$ cat config.mk
export PLATFORM = sky130hd
export DESIGN_NAME = rect_copy_controller
export DESIGN_NICKNAME = d
export VERILOG_FILES = /design/src/rtl/rect_copy_controller.sv
export SDC_FILE = /design/constraint.sdc
export NUM_CORES = 1
export LEC_CHECK = 0
export BUFFER_PORTS_ARGS = -buffer_cell sky130_fd_sc_hd__buf_2
export CAP_MARGIN = 20
export CORE_MARGIN = 2
export CORE_UTILIZATION = 59
export CTS_BUF_LIST = sky130_fd_sc_hd__clkbuf_4
export DETAILED_ROUTE_END_ITERATION = 6
export GPL_ROUTABILITY_DRIVEN = 0
export PLACE_DENSITY = 0.8
export SLEW_MARGIN = 25
export SYNTH_ARGS = -nofsm -noshare
export SYNTH_HDL_FRONTEND = slang
export SYNTH_SLANG_ARGS = --single-unit
$ cat constraint.sdc
create_clock -name clk -period 7.4 [get_ports clk]
set_input_delay 1.48 -clock clk [delete_from_list [all_inputs] [get_ports clk]]
set_output_delay 1.48 -clock clk [all_outputs]
set_load 0.005 [all_outputs]
$ cat src/rtl/rect_copy_controller.sv
// rect_copy_controller: streams rect records from data memory to the GPU, resolving relative x/y into absolute coordinates.
module rect_copy_controller #(
    parameter int RECT_COUNT = 64,
    parameter int RECT_BASE  = 0,
    parameter int ADDR_WIDTH = 13
) (
    input  logic                  clk,
    input  logic                  reset,
    input  logic                  start,
    output logic [ADDR_WIDTH-1:0] mem_addr,
    output logic                  mem_re,
    input  logic [15:0]           mem_rdata,
    output logic                  copy_start,
    output logic [15:0]           gpu_data,
    output logic                  busy,
    output logic                  done
);
    localparam logic [1:0] IDLE = 2'd0, ISSUE = 2'd1, DRAIN = 2'd2;
    localparam int CW = $clog2(6 * RECT_COUNT) + 1;
    localparam logic [CW-1:0] LAST = CW'(6 * RECT_COUNT - 1);

    logic [1:0]    state;
    logic [CW-1:0] k;
    logic [2:0]    islot, dslot;
    logic          dvalid, rel;
    logic [15:0]   cur_x, cur_y, prev_x, prev_y, sum;

    assign busy = state != IDLE;
    assign sum = mem_rdata + (rel ? (dslot == 3'd1 ? prev_x : prev_y) : 16'd0);
    // Data slots trail the address slots by the one-cycle memory latency.
    assign gpu_data = (!dvalid || dslot == 3'd0) ? 16'd0 : (dslot <= 3'd2 ? sum : mem_rdata);

    always_ff @(posedge clk) begin
        if (reset) begin
            state      <= IDLE;
            k          <= '0;
            islot      <= 3'd0;
            dslot      <= 3'd0;
            dvalid     <= 1'b0;
            rel        <= 1'b0;
            cur_x      <= 16'd0;
            cur_y      <= 16'd0;
            prev_x     <= 16'd0;
            prev_y     <= 16'd0;
            mem_addr   <= '0;
            mem_re     <= 1'b0;
            copy_start <= 1'b0;
            done       <= 1'b0;
        end else begin
            copy_start <= 1'b0;
            done       <= 1'b0;
            dvalid     <= mem_re;
            dslot      <= islot;
            if (dvalid) begin
                case (dslot)
                    3'd0: rel <= mem_rdata[0];
                    3'd1: cur_x <= sum;
                    3'd2: cur_y <= sum;
                    3'd5: begin
                        prev_x <= cur_x;
                        prev_y <= cur_y;
                    end
                    default: ;
                endcase
            end
            case (state)
                IDLE: if (start) begin
                    state      <= ISSUE;
                    copy_start <= 1'b1;
                    mem_re     <= 1'b1;
                    mem_addr   <= ADDR_WIDTH'(RECT_BASE);
                    k          <= '0;
                    islot      <= 3'd0;
                    prev_x     <= 16'd0;
                    prev_y     <= 16'd0;
                end
                ISSUE: if (k == LAST) begin
                    state    <= DRAIN;
                    mem_re   <= 1'b0;
                    mem_addr <= '0;
                end else begin
                    k        <= k + 1'b1;
                    mem_addr <= mem_addr + 1'b1;
                    islot    <= islot == 3'd5 ? 3'd0 : islot + 3'd1;
                end
                DRAIN: begin
                    state <= IDLE;
                    done  <= 1'b1;
                end
                default: state <= IDLE;
            endcase
        end
    end
endmodule
# == Yosys cells after proc, flatten, opt, wreduce, memory -nomap -nowiden ==
# Index checks and enable logic that the tools add are counted.
# totals
out_inout_bits,33
word_cells,74
register_bits,100
# classes
n_eq_ne,10
n_mux,30
n_addsub,4
n_lt_le_gt_ge,1
bitwise_logic,1
reduce_logical,14
# ops
operator,n
$mux W16,12
$mux W13,2
$pmux W13 S2,1
$mux W10,2
$pmux W10 S2,1
$add A16 B16 Y16,1
$add A13 B1 Y13 const B,1
$add A10 B1 Y10 const B,1
$eq A10 B9 Y1 const B,1
$reduce_and A2 Y1,5
$mux W3,3
$eq A3 B3 Y1 const B,2
$ne A2 B2 Y1 const B,3
$pmux W3 S2,1
$reduce_and A3 Y1,2
$mux W1,4
$mux W2,2
$pmux W2 S2,1
$reduce_bool A2 Y1,2
$add A3 B1 Y3 const B,1
$eq A3 B1 Y1 const B,1
$eq A3 B2 Y1 const B,1
$le A3 B2 Y1 const B,1
$logic_not A3 Y1,1
8 further kinds,8

# == Logic depth before layout (Yosys ltp) ==
# logic_depth
depth_word,6
ltp_mapped,14

# == Least setup slack after synthesis ==
# Ideal clock, no wire load.
# synth_path
path_kind,in2out
startpoint,in mem_rdata[0]
endpoint,out gpu_data[14]
arrival_ps,3269
cell_stages,8
slack_ps,2651
t_required_ps,5920
n_path_buf,0
path_cell_list,ha_1 -> fa_1 -> a211oi_1 -> nor2_1 -> o31a_1 -> or4_1 -> nand3_1 -> a21oi_1
# synth_via
elab_chain_len,3
# synth_lines
item,line,source
start: declaration,12,"input logic [15:0] mem_rdata,"
$add A16 B16 Y16,29,assign sum = mem_rdata + (rel ? (dslot == 3'd1 ? prev_x : prev_y) : 16'd0);
$mux W16 (2 in series),31,assign gpu_data = (!dvalid || dslot == 3'd0) ? 16'd0 : (dslot <= 3'd2 ? sum : mem_rdata);
end: declaration,14,"output logic [15:0] gpu_data,"
# No other way between the ends.

# == Worst setup path in the final report ==
# layout_path
startpoint,reg dslot[0]
endpoint,out gpu_data[9]
# layout_via
elab_chain_len,6
elab_cells_between_ends,9
cone_classes,add/sub: 1; order compare: 1; eq/ne: 1; mux: 4; reduce/logical: 2
# layout_lines
item,line,source
start: declaration,24,"logic [2:0] islot, dslot;"
start signal: assignment,53,dslot <= islot;
$eq A3 B1 Y1,29,
$mux W16 (2 in series),29,
$add A16 B16 Y16,29,
$mux W16,31,
$mux W16 *,31,
# Mark *: on every way between the ends. The rest lies on a longest branch, timed or not.

==> impl_metrics.json <==
{
  "rows": 33,
  "detail_route.first_pass.iterations": 5,
  "p_leak_nw": 2.04,
  "final_cell_mix": "nand2_1 (162), dfxtp_1 (100), a21oi_1 (72)",
  "cts_root_buffer": "clkbuf_4",
  "numCtsBuffers": 9,
  "ys_ff_latch": 100,
  "period_share": 0.753,
  "ys_warn_count": 0,
  "syn-num-nets": 698,
  "ff2ff_path_depth": 11,
  "grt_max_degree": 60,
  "slowest_stage": "nor2_2",
  "skew_ns": 0.0245,
  "post_drt_wl_per_cell_um": 15.6,
  "p_clk_frac": 0.334,
  "fin_area_um2": 5550,
  "synthCells": 661,
  "tritoncts": "built",
  "rsz0062_at_grt": "no",
  "holdWs_ns": 0.460,
  "crit_start": "dslot[0]",
  "drc": 0,
  "coreArea_um2": 8300,
  "p_per_area_nw_per_um2": 168,
  "drt_wl_total_mm": 12.5,
  "numPortBuffers": 51,
  "clk_latency_ns": 0.46,
  "antennaDiodeCount": 0,
  "synthesis.area_um2": 5090,
  "min_period_ns": 5.57,
  "clock_sinks": 100,
  "area.growth.synth_to_final_pct": 8.92,
  "crit_chain": "nand2b_1 -> nor2_2 -> nand2_1 -> a21boi_0 -> ha_1 -> a21oi_1 -> nor2_1 -> or2_2 -> a311oi_1 -> nand2_1 -> a21oi_1 -> buf_2",
  "cp-endpoint": "gpu_data[9]",
  "ir_worst_vdd_v": 0.000174,
  "p_comb_frac": 0.075,
  "viasPerCell": 5.94,
  "antenna_found_initial": 0,
  "nFillCells": 741,
  "die-area_um2": 9390,
  "cp-end-kind": "primary output",
  "p_switching_mw": 0.252,
  "setup_viol": 0,
  "arrival_ns": 4.09,
  "cts_hold_buffers": 0,
  "worst_pin_slew_ns": 0.911,
  "swShare": 0.270,
  "synth_flop_cell": "dfxtp_1",
  "synth-async-reset-ratio": 0,
  "slew-limit-headroom": 0.392,
  "yosysUniqueCellTypes": 56,
  "synth_edf_count": 0,
  "max_freq_ghz": 0.179,
  "placed_area_um2": 5380,
  "cp_max_fo": 16,
  "reg2reg_slack_ns": 3.77,
  "drt-initial-drc-count": 314,
  "layout_commonest_cell": "nand2_1",
  "drive_gt1_frac": 0.123,
  "worst_slack_ns": 1.83,
  "ys_seq_area_frac": 0.393,
  "p_int_mw": 0.680,
  "final_nets": 732,
  "dp_hpwl_mm": 8.81,
  "cap_violations": 0,
  "worst-setup-path-type": "flop to primary output",
  "pwr-share-seq": 0.591,
  "cts_buffer_depth": 2,
  "hold_violations": 0,
  "h-tree-depth": 3,
  "grt_util_all_layers": 0.269,
  "crit_path_max_incr_delay_ns": 0.71,
  "status": "complete, no violations",
  "r2r_end": "cur_x[14]",
  "tns_ns": 0,
  "p_total_mw": 0.931,
  "cts_setup_buffers": 0,
  "grt_pass1_vias": 4488,
  "path_buf_inv": 1,
  "io-pin-count": 52,
  "die_h_um": 96.9,
  "grt.overflow.total": 0,
  "timing.rr.start": "dslot[0]",
  "avgSynthCellArea_um2": 7.70,
  "min_path_type": "flop to flop",
  "clk_pin_slew_ns": 0.16,
  "pre_cts_slack_ns": 2.26,
  "grt_pass1_wl_mm": 20.9,
  "postRouteAntennaNets": 0,
  "cp.required_ns": 5.92,
  "slew_violations": 0,
  "dieWidth_um": 96.9,
  "start_util": 0.613,
  "path_delay_family": "simple AND/OR/NAND/NOR gates",
  "startpoint_type": "flop",
  "num_vias": 4784,
  "cp.depth": 12,
  "ctsResizeCount": 0
}
[per-layer routing]
metal | vias up | GRT usage | part of all wire
met4 | 0 | 0.137 | 0.035
li1 | 2365 | - | -
met1 | 2225 | 0.321 | 0.41
met2 | 154 | 0.460 | 0.51
met3 | 40 | 0.0520 | 0.047
met5 | - | 0 | 0
[worst reg2reg max path, stage by stage, from the launching register on]
cell and delay (ns):
dfxtp_1 0.53, or3b_1 0.71, nand2_1 0.17, a21boi_0 0.10, ha_1 0.22, fa_1 0.43, a211oi_1 0.22, nor2_1 0.17
o31a_1 0.29, or4_1 0.46, nand3_1 0.13, a21oi_1 0.07
[synth_stat cells, types with 6 or more instances]
| library cell | n | share of area |
|---|---|---|
| a21boi_0 | 16 | 0.024 |
| clkbuf_1 | 28 | 0.021 |
| nand2b_1 | 7 | 0.0086 |
| nand3b_1 | 8 | 0.012 |
| ha_1 | 17 | 0.042 |
| nand3_1 | 21 | 0.021 |
| nand2_1 | 162 | 0.12 |
| a21oi_1 | 72 | 0.071 |
| nor2b_1 | 9 | 0.011 |
| a22o_1 | 6 | 0.010 |
| nor2_1 | 62 | 0.046 |
| a211oi_1 | 10 | 0.015 |
| o21ai_0 | 18 | 0.018 |
| nor3_1 | 13 | 0.013 |
| xor2_1 | 16 | 0.028 |
| dfxtp_1 | 100 | 0.39 |
| xnor2_1 | 7 | 0.012 |
| nand4_1 | 9 | 0.011 |
[logic make-up after synthesis]
logic type,count (synthesis),synth area share
AO/OA/AOI/OAI,154,0.189
XOR/XNOR,25,0.0460
adder cells (fa/ha/maj),18,0.0457
buffers and inverters,38,0.0317
flip-flops,100,0.393
multiplexers,2,0.00393
AND/OR/NAND/NOR,324,0.290
[state kept, by name (all words and copies together) (netlist names)]
name	flops
copy_start	1
cur_x	16
cur_y	16
done	1
dslot	3
dvalid	1
islot	3
k	10
mem_addr	13
mem_re	1
prev_x	16
prev_y	16
rel	1
state	2
[power groups by stage]
stage	logic [mW]	clock network (mW)	registers, mW
CTS	0.0692	0.318	0.550
global route	0.0772	0.338	0.551
global placement	0.0670	0	0.561
finish	0.0699	0.311	0.550
floorplan	0.0478	0	0.559
detailed placement	0.0689	0	0.561
[worst min path at each step]
stage / from / to / slack, ns / cells past startpoint
2_1_floorplan: cur_x[12] / prev_x[12] / 0.43 / 2
3_3_place_gp: cur_y[8] / prev_y[8] / 0.44 / 2
3_5_place_dp: cur_y[3] / prev_y[3] / 0.44 / 2
4_1_cts: cur_y[5] / prev_y[5] / 0.46 / 2
5_1_grt: cur_x[15] / prev_x[15] / 0.48 / 2
6_report: cur_y[5] / prev_y[5] / 0.46 / 2
[cell type report]
| cell class | count | area [um^2] | area share |
|---|---|---|---|
| clock inverter | 7 | 93.8 | 0.0169 |
| inverter | 2 | 7.51 | 0.00135 |
| clock buffer | 9 | 67.6 | 0.0122 |
| sequential | 100 | 2000 | 0.361 |
| multi-input combinational | 523 | 2930 | 0.528 |
| tap | 105 | 131 | 0.0237 |
| timing repair buffer | 59 | 315 | 0.0569 |
[per-stage QoR]
step | util | std cells
6_report | 0.668 | 805
5_1_grt | 0.668 | 805
4_1_cts | 0.668 | 805
3_5_place_dp | 0.649 | 789
3_3_place_gp | 0.649 | 789
2_1_floorplan | - | 661
(Power assumes the default switching activity.)
